File: config.mk
export PLATFORM = sky130hd
export DESIGN_NAME = pipelined_control_unit_flat
export DESIGN_NICKNAME = d
export VERILOG_FILES = /design/src/rtl/pipelined_control_unit_if.sv /design/src/rtl/pipelined_control_unit.sv /design/src/flat_wrapper.sv
export SDC_FILE = /design/constraint.sdc
export NUM_CORES = 1
export LEC_CHECK = 0
export ABC_AREA = 0
export CAP_MARGIN = 20
export CELL_PAD_IN_SITES_DETAIL_PLACEMENT = 0
export CELL_PAD_IN_SITES_GLOBAL_PLACEMENT = 1
export CORE_ASPECT_RATIO = 0.9
export CORE_MARGIN = 2
export CORE_UTILIZATION = 30
export DETAILED_ROUTE_END_ITERATION = 8
export PLACE_DENSITY_LB_ADDON = 0.1
export SYNTH_ARGS = -nofsm -noshare
export SYNTH_HDL_FRONTEND = slang
export SYNTH_SLANG_ARGS = --single-unit
File: constraint.sdc
create_clock -name clk -period 4.6 [get_ports clk]
set_clock_uncertainty 0.2 [all_clocks]
set_input_delay 0.69 -clock clk [delete_from_list [all_inputs] [get_ports clk]]
set_output_delay 0.69 -clock clk [all_outputs]
set_load 0.1 [all_outputs]
File: src/rtl/pipelined_control_unit_if.sv
// Fetch <-> decode/control bus for pipelined_control_unit.
// master: fetch/datapath side (drives instruction fields and ALU flags).
// slave : control unit (drives handshake ready and per-stage controls).
interface pipelined_control_unit_if #(
  parameter int unsigned OPCODE_W   = 5,
  parameter int unsigned REG_ADDR_W = 4,
  parameter int unsigned ALU_CODE_W = 4
);
  logic                  InstrValid;
  logic [OPCODE_W-1:0]   Opcode;
  logic [REG_ADDR_W-1:0] RegDest;
  logic [REG_ADDR_W-1:0] RegSrcA;
  logic [REG_ADDR_W-1:0] RegSrcB;
  logic [1:0]            Flags;
  logic                  InstrReady;
  logic                  ExValid;
  logic                  ExMuxSelDirRegB;
  logic                  ExCrtlMuxValA;
  logic                  ExCrtlMuxValB;
  logic [ALU_CODE_W-1:0] ExCodigoALU;
  logic                  MemValid;
  logic                  MemWriteMem;
  logic                  MemMuxDirMem;
  logic                  WbValid;
  logic                  WbWriteReg;
  logic                  WbMuxDirWrite;
  logic                  WbMuxDato;
  logic [1:0]            WbMuxResult;
  logic [REG_ADDR_W-1:0] WbRegDest;
  logic                  MuxDireccionPC;
  logic                  Flush;

  modport master (
    output InstrValid, Opcode, RegDest, RegSrcA, RegSrcB, Flags,
    input  InstrReady, ExValid, ExMuxSelDirRegB, ExCrtlMuxValA, ExCrtlMuxValB,
           ExCodigoALU, MemValid, MemWriteMem, MemMuxDirMem, WbValid, WbWriteReg,
           WbMuxDirWrite, WbMuxDato, WbMuxResult, WbRegDest, MuxDireccionPC, Flush
  );

  modport slave (
    input  InstrValid, Opcode, RegDest, RegSrcA, RegSrcB, Flags,
    output InstrReady, ExValid, ExMuxSelDirRegB, ExCrtlMuxValA, ExCrtlMuxValB,
           ExCodigoALU, MemValid, MemWriteMem, MemMuxDirMem, WbValid, WbWriteReg,
           WbMuxDirWrite, WbMuxDato, WbMuxResult, WbRegDest, MuxDireccionPC, Flush
  );
endinterface

File: src/rtl/pipelined_control_unit.sv
// Pipelined instruction decoder: decodes the fetch opcode stream into a
// control word carried through EX/MEM/WB, with load-use stall, multi-cycle
// MULT stall and taken-branch flush.
// Ports: clk, rst_n (async active-low), bus (slave modport of
// pipelined_control_unit_if: fetch handshake in, stage controls out).
module pipelined_control_unit #(
  parameter int unsigned OPCODE_W    = 5,
  parameter int unsigned REG_ADDR_W  = 4,
  parameter int unsigned ALU_CODE_W  = 4,
  parameter int unsigned MULT_CYCLES = 3
) (
  input  logic                     clk,
  input  logic                     rst_n,
  pipelined_control_unit_if.slave  bus
);

  localparam int unsigned CNT_W    = (MULT_CYCLES > 2) ? $clog2(MULT_CYCLES - 1) : 1;
  localparam int unsigned CNT_LOAD = (MULT_CYCLES > 1) ? (MULT_CYCLES - 2) : 0;

  typedef struct packed {
    logic [ALU_CODE_W-1:0] alu;
    logic                  sel_dir_reg_b;
    logic                  val_a;
    logic                  val_b;
    logic                  write_mem;
    logic                  mux_dir_mem;
    logic                  write_reg;
    logic                  mux_dir_write;
    logic                  mux_dato;
    logic [1:0]            mux_result;
    logic                  is_load;
    logic                  is_jmp;
    logic                  is_beq;
    logic                  is_bne;
    logic [REG_ADDR_W-1:0] rd;
  } ex_t;

  typedef struct packed {
    logic                  write_reg;
    logic                  mux_dir_write;
    logic                  mux_dato;
    logic [1:0]            mux_result;
    logic [REG_ADDR_W-1:0] rd;
  } wb_t;

  typedef struct packed {
    logic write_mem;
    logic mux_dir_mem;
    wb_t  wb;
  } mem_t;

  typedef enum logic {S_IDLE, S_MBUSY} state_t;

  state_t           r_state;
  logic [CNT_W-1:0] r_cnt;
  ex_t              r_ex;
  logic             r_ex_valid;
  mem_t             r_mem;
  logic             r_mem_valid;
  wb_t              r_wb;
  logic             r_wb_valid;

  ex_t  w_dec;
  logic w_dec_reads;
  logic w_dec_mult;
  logic w_alu_op;
  logic w_load_use;
  logic w_taken;
  logic w_ready;
  logic w_xfer;
  mem_t w_ex_to_mem;

  // Opcode decode of the instruction presented by fetch.
  always_comb begin
    w_dec       = '0;
    w_dec_reads = 1'b1;
    w_dec_mult  = 1'b0;
    w_alu_op    = 1'b0;
    w_dec.rd    = bus.RegDest;
    case (bus.Opcode)
      OPCODE_W'(5'b00000), OPCODE_W'(5'b00001): begin
        w_alu_op = 1'b1; w_dec.alu = ALU_CODE_W'(4'b0011); w_dec.val_b = bus.Opcode[0];
      end
      OPCODE_W'(5'b00010), OPCODE_W'(5'b00011): begin
        w_alu_op = 1'b1; w_dec.alu = ALU_CODE_W'(4'b0100); w_dec.val_b = bus.Opcode[0];
      end
      OPCODE_W'(5'b00100), OPCODE_W'(5'b00101): begin
        w_alu_op = 1'b1; w_dec.alu = ALU_CODE_W'(4'b0101); w_dec.val_b = bus.Opcode[0];
      end
      OPCODE_W'(5'b00110): begin w_alu_op = 1'b1; w_dec.alu = ALU_CODE_W'(4'b0000); end
      OPCODE_W'(5'b00111): begin w_alu_op = 1'b1; w_dec.alu = ALU_CODE_W'(4'b0001); end
      OPCODE_W'(5'b01000): begin w_alu_op = 1'b1; w_dec.alu = ALU_CODE_W'(4'b0110); end
      OPCODE_W'(5'b01001): begin w_alu_op = 1'b1; w_dec.alu = ALU_CODE_W'(4'b0010); end
      OPCODE_W'(5'b10000): begin w_alu_op = 1'b1; w_dec.alu = ALU_CODE_W'(4'b0111); end
      OPCODE_W'(5'b01010), OPCODE_W'(5'b01011): begin
        w_dec.mux_result = 2'b11;
        w_dec.write_reg  = 1'b1;
        w_dec.is_load    = 1'b1;
        w_dec.val_a      = bus.Opcode[0];
      end
      OPCODE_W'(5'b01100), OPCODE_W'(5'b01101): begin
        w_dec.sel_dir_reg_b = 1'b1;
        w_dec.write_mem     = 1'b1;
        w_dec.mux_dir_mem   = 1'b1;
        w_dec.val_a         = bus.Opcode[0];
      end
      OPCODE_W'(5'b01110), OPCODE_W'(5'b01111): begin
        w_dec.mux_result = 2'b00;
        w_dec.write_reg  = 1'b1;
        w_dec.mux_dato   = 1'b1;
        w_dec.val_a      = bus.Opcode[0];
        // immediate MOVE has no register source
        w_dec_reads      = ~bus.Opcode[0];
      end
      OPCODE_W'(5'b10011): begin w_dec.is_jmp = 1'b1; w_dec_reads = 1'b0; end
      OPCODE_W'(5'b10100): w_dec.is_bne = 1'b1;
      OPCODE_W'(5'b10101): w_dec.is_beq = 1'b1;
      OPCODE_W'(5'b10110): begin
        w_dec.alu           = ALU_CODE_W'(4'b1000);
        w_dec.mux_result    = 2'b01;
        w_dec.mux_dir_write = 1'b1;
        w_dec.write_reg     = 1'b1;
        w_dec_mult          = 1'b1;
      end
      default: w_dec_reads = 1'b0;
    endcase
    if (w_alu_op) begin
      w_dec.write_reg   = 1'b1;
      w_dec.mux_result  = 2'b10;
      w_dec.mux_dato    = 1'b1;
      w_dec.mux_dir_mem = 1'b1;
    end
  end

  // Hazard, branch resolution and handshake.
  always_comb begin
    w_load_use = r_ex_valid && r_ex.is_load && w_dec_reads &&
                 ((r_ex.rd == bus.RegSrcA) || (r_ex.rd == bus.RegSrcB));
    w_taken    = r_ex_valid && (r_ex.is_jmp ||
                                (r_ex.is_beq && (bus.Flags == 2'b01)) ||
                                (r_ex.is_bne && !bus.Flags[0]));
    // rst_n gating keeps every output low while reset is held
    w_ready    = rst_n && (r_state == S_IDLE) && !w_load_use;
    w_xfer     = bus.InstrValid && w_ready;
    w_ex_to_mem.write_mem        = r_ex.write_mem;
    w_ex_to_mem.mux_dir_mem      = r_ex.mux_dir_mem;
    w_ex_to_mem.wb.write_reg     = r_ex.write_reg;
    w_ex_to_mem.wb.mux_dir_write = r_ex.mux_dir_write;
    w_ex_to_mem.wb.mux_dato      = r_ex.mux_dato;
    w_ex_to_mem.wb.mux_result    = r_ex.mux_result;
    w_ex_to_mem.wb.rd            = r_ex.rd;
  end

  // MULT occupancy FSM: holds EX for MULT_CYCLES cycles in total.
  always_ff @(posedge clk or negedge rst_n) begin
    if (!rst_n) begin
      r_state <= S_IDLE;
      r_cnt   <= '0;
    end else begin
      case (r_state)
        S_IDLE: begin
          if ((MULT_CYCLES > 1) && w_xfer && w_dec_mult && !w_taken) begin
            r_state <= S_MBUSY;
            r_cnt   <= CNT_W'(CNT_LOAD);
          end
        end
        S_MBUSY: begin
          if (r_cnt == '0) r_state <= S_IDLE;
          else             r_cnt   <= r_cnt - CNT_W'(1);
        end
        default: r_state <= S_IDLE;
      endcase
    end
  end

  // Stage registers: EX holds during MULT stall, MEM takes bubbles meanwhile.
  always_ff @(posedge clk or negedge rst_n) begin
    if (!rst_n) begin
      r_ex        <= '0;
      r_ex_valid  <= 1'b0;
      r_mem       <= '0;
      r_mem_valid <= 1'b0;
      r_wb        <= '0;
      r_wb_valid  <= 1'b0;
    end else begin
      if (r_state == S_MBUSY) begin
        r_mem       <= '0;
        r_mem_valid <= 1'b0;
      end else begin
        r_mem       <= w_ex_to_mem;
        r_mem_valid <= r_ex_valid;
        r_ex_valid  <= w_xfer && !w_taken;
        r_ex        <= (w_xfer && !w_taken) ? w_dec : '0;
      end
      r_wb       <= r_mem.wb;
      r_wb_valid <= r_mem_valid;
    end
  end

  // Outputs, each gated by its stage valid.
  assign bus.InstrReady      = w_ready;
  assign bus.ExValid         = r_ex_valid;
  assign bus.ExMuxSelDirRegB = r_ex_valid & r_ex.sel_dir_reg_b;
  assign bus.ExCrtlMuxValA   = r_ex_valid & r_ex.val_a;
  assign bus.ExCrtlMuxValB   = r_ex_valid & r_ex.val_b;
  assign bus.ExCodigoALU     = r_ex.alu & {ALU_CODE_W{r_ex_valid}};
  assign bus.MemValid        = r_mem_valid;
  assign bus.MemWriteMem     = r_mem_valid & r_mem.write_mem;
  assign bus.MemMuxDirMem    = r_mem_valid & r_mem.mux_dir_mem;
  assign bus.WbValid         = r_wb_valid;
  assign bus.WbWriteReg      = r_wb_valid & r_wb.write_reg;
  assign bus.WbMuxDirWrite   = r_wb_valid & r_wb.mux_dir_write;
  assign bus.WbMuxDato       = r_wb_valid & r_wb.mux_dato;
  assign bus.WbMuxResult     = r_wb.mux_result & {2{r_wb_valid}};
  assign bus.WbRegDest       = r_wb.rd & {REG_ADDR_W{r_wb_valid}};
  assign bus.MuxDireccionPC  = w_taken;
  assign bus.Flush           = w_taken;

endmodule

File: src/flat_wrapper.sv
// flat-port wrapper written by rule: the top's interface ports become plain ports
module pipelined_control_unit_flat 
#(
  parameter int unsigned OPCODE_W    = 5,
  parameter int unsigned REG_ADDR_W  = 4,
  parameter int unsigned ALU_CODE_W  = 4,
  parameter int unsigned MULT_CYCLES = 3
)
  (clk, rst_n, bus_InstrValid, bus_Opcode, bus_RegDest, bus_RegSrcA, bus_RegSrcB, bus_Flags, bus_InstrReady, bus_ExValid, bus_ExMuxSelDirRegB, bus_ExCrtlMuxValA, bus_ExCrtlMuxValB, bus_ExCodigoALU, bus_MemValid, bus_MemWriteMem, bus_MemMuxDirMem, bus_WbValid, bus_WbWriteReg, bus_WbMuxDirWrite, bus_WbMuxDato, bus_WbMuxResult, bus_WbRegDest, bus_MuxDireccionPC, bus_Flush);
  pipelined_control_unit_if #(.OPCODE_W(OPCODE_W), .REG_ADDR_W(REG_ADDR_W), .ALU_CODE_W(ALU_CODE_W)) bus_i ();
  input  logic clk;
  input  logic rst_n;
  input wire logic [$bits(bus_i.InstrValid)-1:0] bus_InstrValid;
  input wire logic [$bits(bus_i.Opcode)-1:0] bus_Opcode;
  input wire logic [$bits(bus_i.RegDest)-1:0] bus_RegDest;
  input wire logic [$bits(bus_i.RegSrcA)-1:0] bus_RegSrcA;
  input wire logic [$bits(bus_i.RegSrcB)-1:0] bus_RegSrcB;
  input wire logic [$bits(bus_i.Flags)-1:0] bus_Flags;
  output wire logic [$bits(bus_i.InstrReady)-1:0] bus_InstrReady;
  output wire logic [$bits(bus_i.ExValid)-1:0] bus_ExValid;
  output wire logic [$bits(bus_i.ExMuxSelDirRegB)-1:0] bus_ExMuxSelDirRegB;
  output wire logic [$bits(bus_i.ExCrtlMuxValA)-1:0] bus_ExCrtlMuxValA;
  output wire logic [$bits(bus_i.ExCrtlMuxValB)-1:0] bus_ExCrtlMuxValB;
  output wire logic [$bits(bus_i.ExCodigoALU)-1:0] bus_ExCodigoALU;
  output wire logic [$bits(bus_i.MemValid)-1:0] bus_MemValid;
  output wire logic [$bits(bus_i.MemWriteMem)-1:0] bus_MemWriteMem;
  output wire logic [$bits(bus_i.MemMuxDirMem)-1:0] bus_MemMuxDirMem;
  output wire logic [$bits(bus_i.WbValid)-1:0] bus_WbValid;
  output wire logic [$bits(bus_i.WbWriteReg)-1:0] bus_WbWriteReg;
  output wire logic [$bits(bus_i.WbMuxDirWrite)-1:0] bus_WbMuxDirWrite;
  output wire logic [$bits(bus_i.WbMuxDato)-1:0] bus_WbMuxDato;
  output wire logic [$bits(bus_i.WbMuxResult)-1:0] bus_WbMuxResult;
  output wire logic [$bits(bus_i.WbRegDest)-1:0] bus_WbRegDest;
  output wire logic [$bits(bus_i.MuxDireccionPC)-1:0] bus_MuxDireccionPC;
  output wire logic [$bits(bus_i.Flush)-1:0] bus_Flush;
  assign bus_i.InstrValid = bus_InstrValid;
  assign bus_i.Opcode = bus_Opcode;
  assign bus_i.RegDest = bus_RegDest;
  assign bus_i.RegSrcA = bus_RegSrcA;
  assign bus_i.RegSrcB = bus_RegSrcB;
  assign bus_i.Flags = bus_Flags;
  assign bus_InstrReady = bus_i.InstrReady;
  assign bus_ExValid = bus_i.ExValid;
  assign bus_ExMuxSelDirRegB = bus_i.ExMuxSelDirRegB;
  assign bus_ExCrtlMuxValA = bus_i.ExCrtlMuxValA;
  assign bus_ExCrtlMuxValB = bus_i.ExCrtlMuxValB;
  assign bus_ExCodigoALU = bus_i.ExCodigoALU;
  assign bus_MemValid = bus_i.MemValid;
  assign bus_MemWriteMem = bus_i.MemWriteMem;
  assign bus_MemMuxDirMem = bus_i.MemMuxDirMem;
  assign bus_WbValid = bus_i.WbValid;
  assign bus_WbWriteReg = bus_i.WbWriteReg;
  assign bus_WbMuxDirWrite = bus_i.WbMuxDirWrite;
  assign bus_WbMuxDato = bus_i.WbMuxDato;
  assign bus_WbMuxResult = bus_i.WbMuxResult;
  assign bus_WbRegDest = bus_i.WbRegDest;
  assign bus_MuxDireccionPC = bus_i.MuxDireccionPC;
  assign bus_Flush = bus_i.Flush;
  pipelined_control_unit #(.OPCODE_W(OPCODE_W), .REG_ADDR_W(REG_ADDR_W), .ALU_CODE_W(ALU_CODE_W), .MULT_CYCLES(MULT_CYCLES)) u_core (.clk(clk), .rst_n(rst_n), .bus(bus_i));
endmodule
==> metrics.md <==
| Metric | Value |
|---|---|
| Outcome | finished, final reports clean |
| Chip Height | 83.58 µm |
| Number of global-route vias before repair | 1573 |
| Post-DRT Antenna Nets | 0 |
| Count of pins over their slew limit | 0 |
| CP peak stage delay | 740 ps |
| Initial antenna violation count | 0 |
| Grt ovf | 0 |
| #FFs+latches synth | 46 |
| Vias | 1586 |
| Ratio of cells with drive above 1 in the final layout | 7.570% |
| Fillers | 661 |
| Max Cap Viol | 0 |
| Unrepaired setup endpoints after global routing | false |
| Slowest cell on crit path | clkdlybuf4s50_1 |
| WL per Instance | 13.45 µm |
| Fmax | 0.2879 GHz |
| Number of setup buffers added after CTS | 0 |
| CTS tree | built |
| Synth area leader | dfrtp_1 |
| Mean Syn Cell Area | 10.00 µm² |
| Syn Nets | 233 |
| Port bufs | 45 |
| Clock slew at reported path FFs | 90 ps |
| Yosys top cell area share | 54.53% |
| Number of flops mapped to enable cells by yosys | 0 |
| Post-Route Utilization | 40.28% |
| Ys Warns | 0 |
| Crit path cell chain | clkdlybuf4s50_1 -> nand2b_1 -> a211o_1 -> a221oi_4 -> nor3b_1 -> buf_4 |
| Final hold vios | 0 |
| Top cells by area, synth | dfrtp_1 (55%), and2_1 (5.3%), nand2_1 (4.8%), nor2b_1 (4.1%), xnor2_1 (3.3%) |
| Seq/Total Area, Yosys | 54.53% |
| Syn Std Cell Area | 2111 µm² |
| Max transition margin | 35.20% |
| Worst-path maximum fanout | 15 |
| Vias per cell | 4.651 |
| Commonest cells in the netlist | dfrtp_1 (46), nand2_1 (27), and2_1 (18), nor2b_1 (14) |
| ANT cells | 0 |
| Final std cells w/o fill | 341 |
| Area of the multi-input gates | 868.3 µm² |
| Top Ports | 46 |
| Slew @ Worst Pin | 969.0 ps |
| Grt met1 use | 17.20% |
| Initial core utilization | 31.54% |
| Nets | 272 |
| DRC violations left | 0 |
| Met3 usage | 2.439% |
| LEAKAGE | 1.151 nW |
| Most numerous cell in the Yosys netlist | dfrtp_1 |
| Worst EP required | 3710 ps |
| DRT Pass-1 Iters | 4 |
| Die W | 92.42 µm |
| Cell Rows | 28 |
| Placed cell areas | 2608 µm² |
| CTS Buffer Depth | 2 |
| Routability-driven placement congestion ratio | 0.7539 |
| Setup crit end kind | output port |
| 1st-iter DRT viols | 89 |
| Fin Setup TNS | 0 ps |
| Period Utilization, post-route | 75.52% |
| Register area | 1151 µm² |
| Cts hold-fix bufs | 0 |
| Worst IR Drop VDD | 99.20 µV |
| CTS root buf | clkbuf_8 |
| Overall routed net length | 4587 µm |
| First-pass GRT wire length | 7748 µm |
| Die footprint | 7724 µm² |
| Synthesis-to-finish area growth | 27.68% |
| Num CTS Buffers | 5 |
| Hold crit path type | in2async |
| Clk_lat worst skew | 300 ps |
| CP Class | in2out |
| Pwr/cell area | 288.5 nW/µm² |
| Tot GR Track Use | 12.49% |
| Slack of the critical path | 1126 ps |
| Placed cells | 333 |
| Pre-CTS WS | 1127 ps |
| Met2 Usage GRT | 19.31% |
| Yosys cell types | 35 |
| DP Wirelength | 3215 µm |
| Core area | 6691 µm² |
| Worst path arrival time | 2580 ps |
| H-Tree Depth | 2 |
| Async SR Flop Fraction | 100.0% |
| Setup crit start kind | input port |
| GRT Max-Usage Layer | met2 |
| Final min period | 3474 ps |
| Synth Flop Type | dfrtp_1 |
| Resized cells post-CTS | 0 |
| TritonCTS Sinks | 46 |
| Final setup fails | 0 |
| Post-synthesis cell count | 211 |
| Fin area | 2695 µm² |
| Largest net degree at the start of global routing | 36 |
metrics by stage:
step / power (mW) / hold WS (ps)
after CTS: 0.7914 / 80.99
final: 0.7776 / 74.43
after global routing: 0.8158 / 81.82
after floorplan: 0.4964 / 131.2
after detailed placement: 0.5409 / 134.7
after global placement: 0.5405 / 132.5
critical path, delay by kind of cell:
family / cells / cell delay [ps]
buffers and inverters: 2 / 1010
AND/OR/NAND/NOR: 2 / 290
AO/OA/AOI/OAI: 2 / 600
sequential cells by signal (all words and copies together), names as in the netlist:
register,flops
u_core.r_cnt,1
u_core.r_mem,11
u_core.bus.ExValid,1
u_core.r_wb,9
u_core.bus.WbValid,1
u_core.bus.MemValid,1
u_core.r_ex,21
u_core.r_state,1
where the power goes:
group          switching, mW  total, mW  internal [mW]  leakage (nW)
registers            0.00938      0.427          0.417         0.626
logic                 0.0654      0.104         0.0390         0.476
clock network          0.139      0.246          0.107        0.0483
cell families after synthesis:
| kind of cell | count (synthesis) | share of synthesized area (%) |
|---|---|---|
| compound gates | 36 | 12.03 |
| xor+xnor | 8 | 3.320 |
| buf+inv | 19 | 4.327 |
| flops | 46 | 54.53 |
| mux | 1 | 0.5335 |
| simple gates | 101 | 25.25 |
final timing paths:
check / from / endpoint / slack (ps) / cells after the start
worst min-delay path: rst_n / u_core.r_ex[17] / 70 / 1
worst max register to register: u_core.r_state / u_core.r_ex[6] / 2200 / 3
max in group asynchronous: rst_n / u_core.bus.MemValid / 3390 / 2
worst max-delay path: bus_Opcode[2] / bus_InstrReady / 1130 / 6
worst min register to register: u_core.r_mem[2] / u_core.r_wb[2] / 150 / 0
min in group clk: u_core.r_mem[2] / u_core.r_wb[2] / 150 / 0
cell type report:
| cell class | instances | area share [%] |
|---|---|---|
| Sequential cell | 46 | 42.71 |
| Multi-Input combinational cell | 146 | 32.22 |
| Timing Repair Buffer | 49 | 17.36 |
| Tap cell | 90 | 4.178 |
| Clock buffer | 5 | 2.553 |
| Clock inverter | 3 | 0.6964 |
| Inverter | 2 | 0.2786 |
routing by layer:
metal,share of wire (%),up-vias,wire (µm)
li1,-,794,-
met1,50,754,2279
met2,45,31,2065
met3,3.7,7,169
met4,1.6,0,72
met5,0,-,0
cell usage in the layout (no fill, tap or decap), types with 2 or more instances in the layout:
| cell type | instances |
|---|---|
| buf_4 | 7 |
| nor2b_1 | 14 |
| nand4_1 | 5 |
| nor3_1 | 4 |
| and3b_1 | 2 |
| xnor2_1 | 8 |
| and2_1 | 18 |
| nor2_1 | 9 |
| o21ai_1 | 9 |
| clkbuf_8 | 5 |
| clkdlybuf4s50_1 | 41 |
| nor4_1 | 2 |
| dfrtp_1 | 46 |
| inv_1 | 2 |
| o31ai_1 | 5 |
| a21oi_1 | 3 |
| o21ai_0 | 9 |
| nand3_1 | 13 |
| nand2_1 | 27 |
| nand2b_1 | 4 |
| clkinv_2 | 2 |
Power figures use the tool's default switching activity.
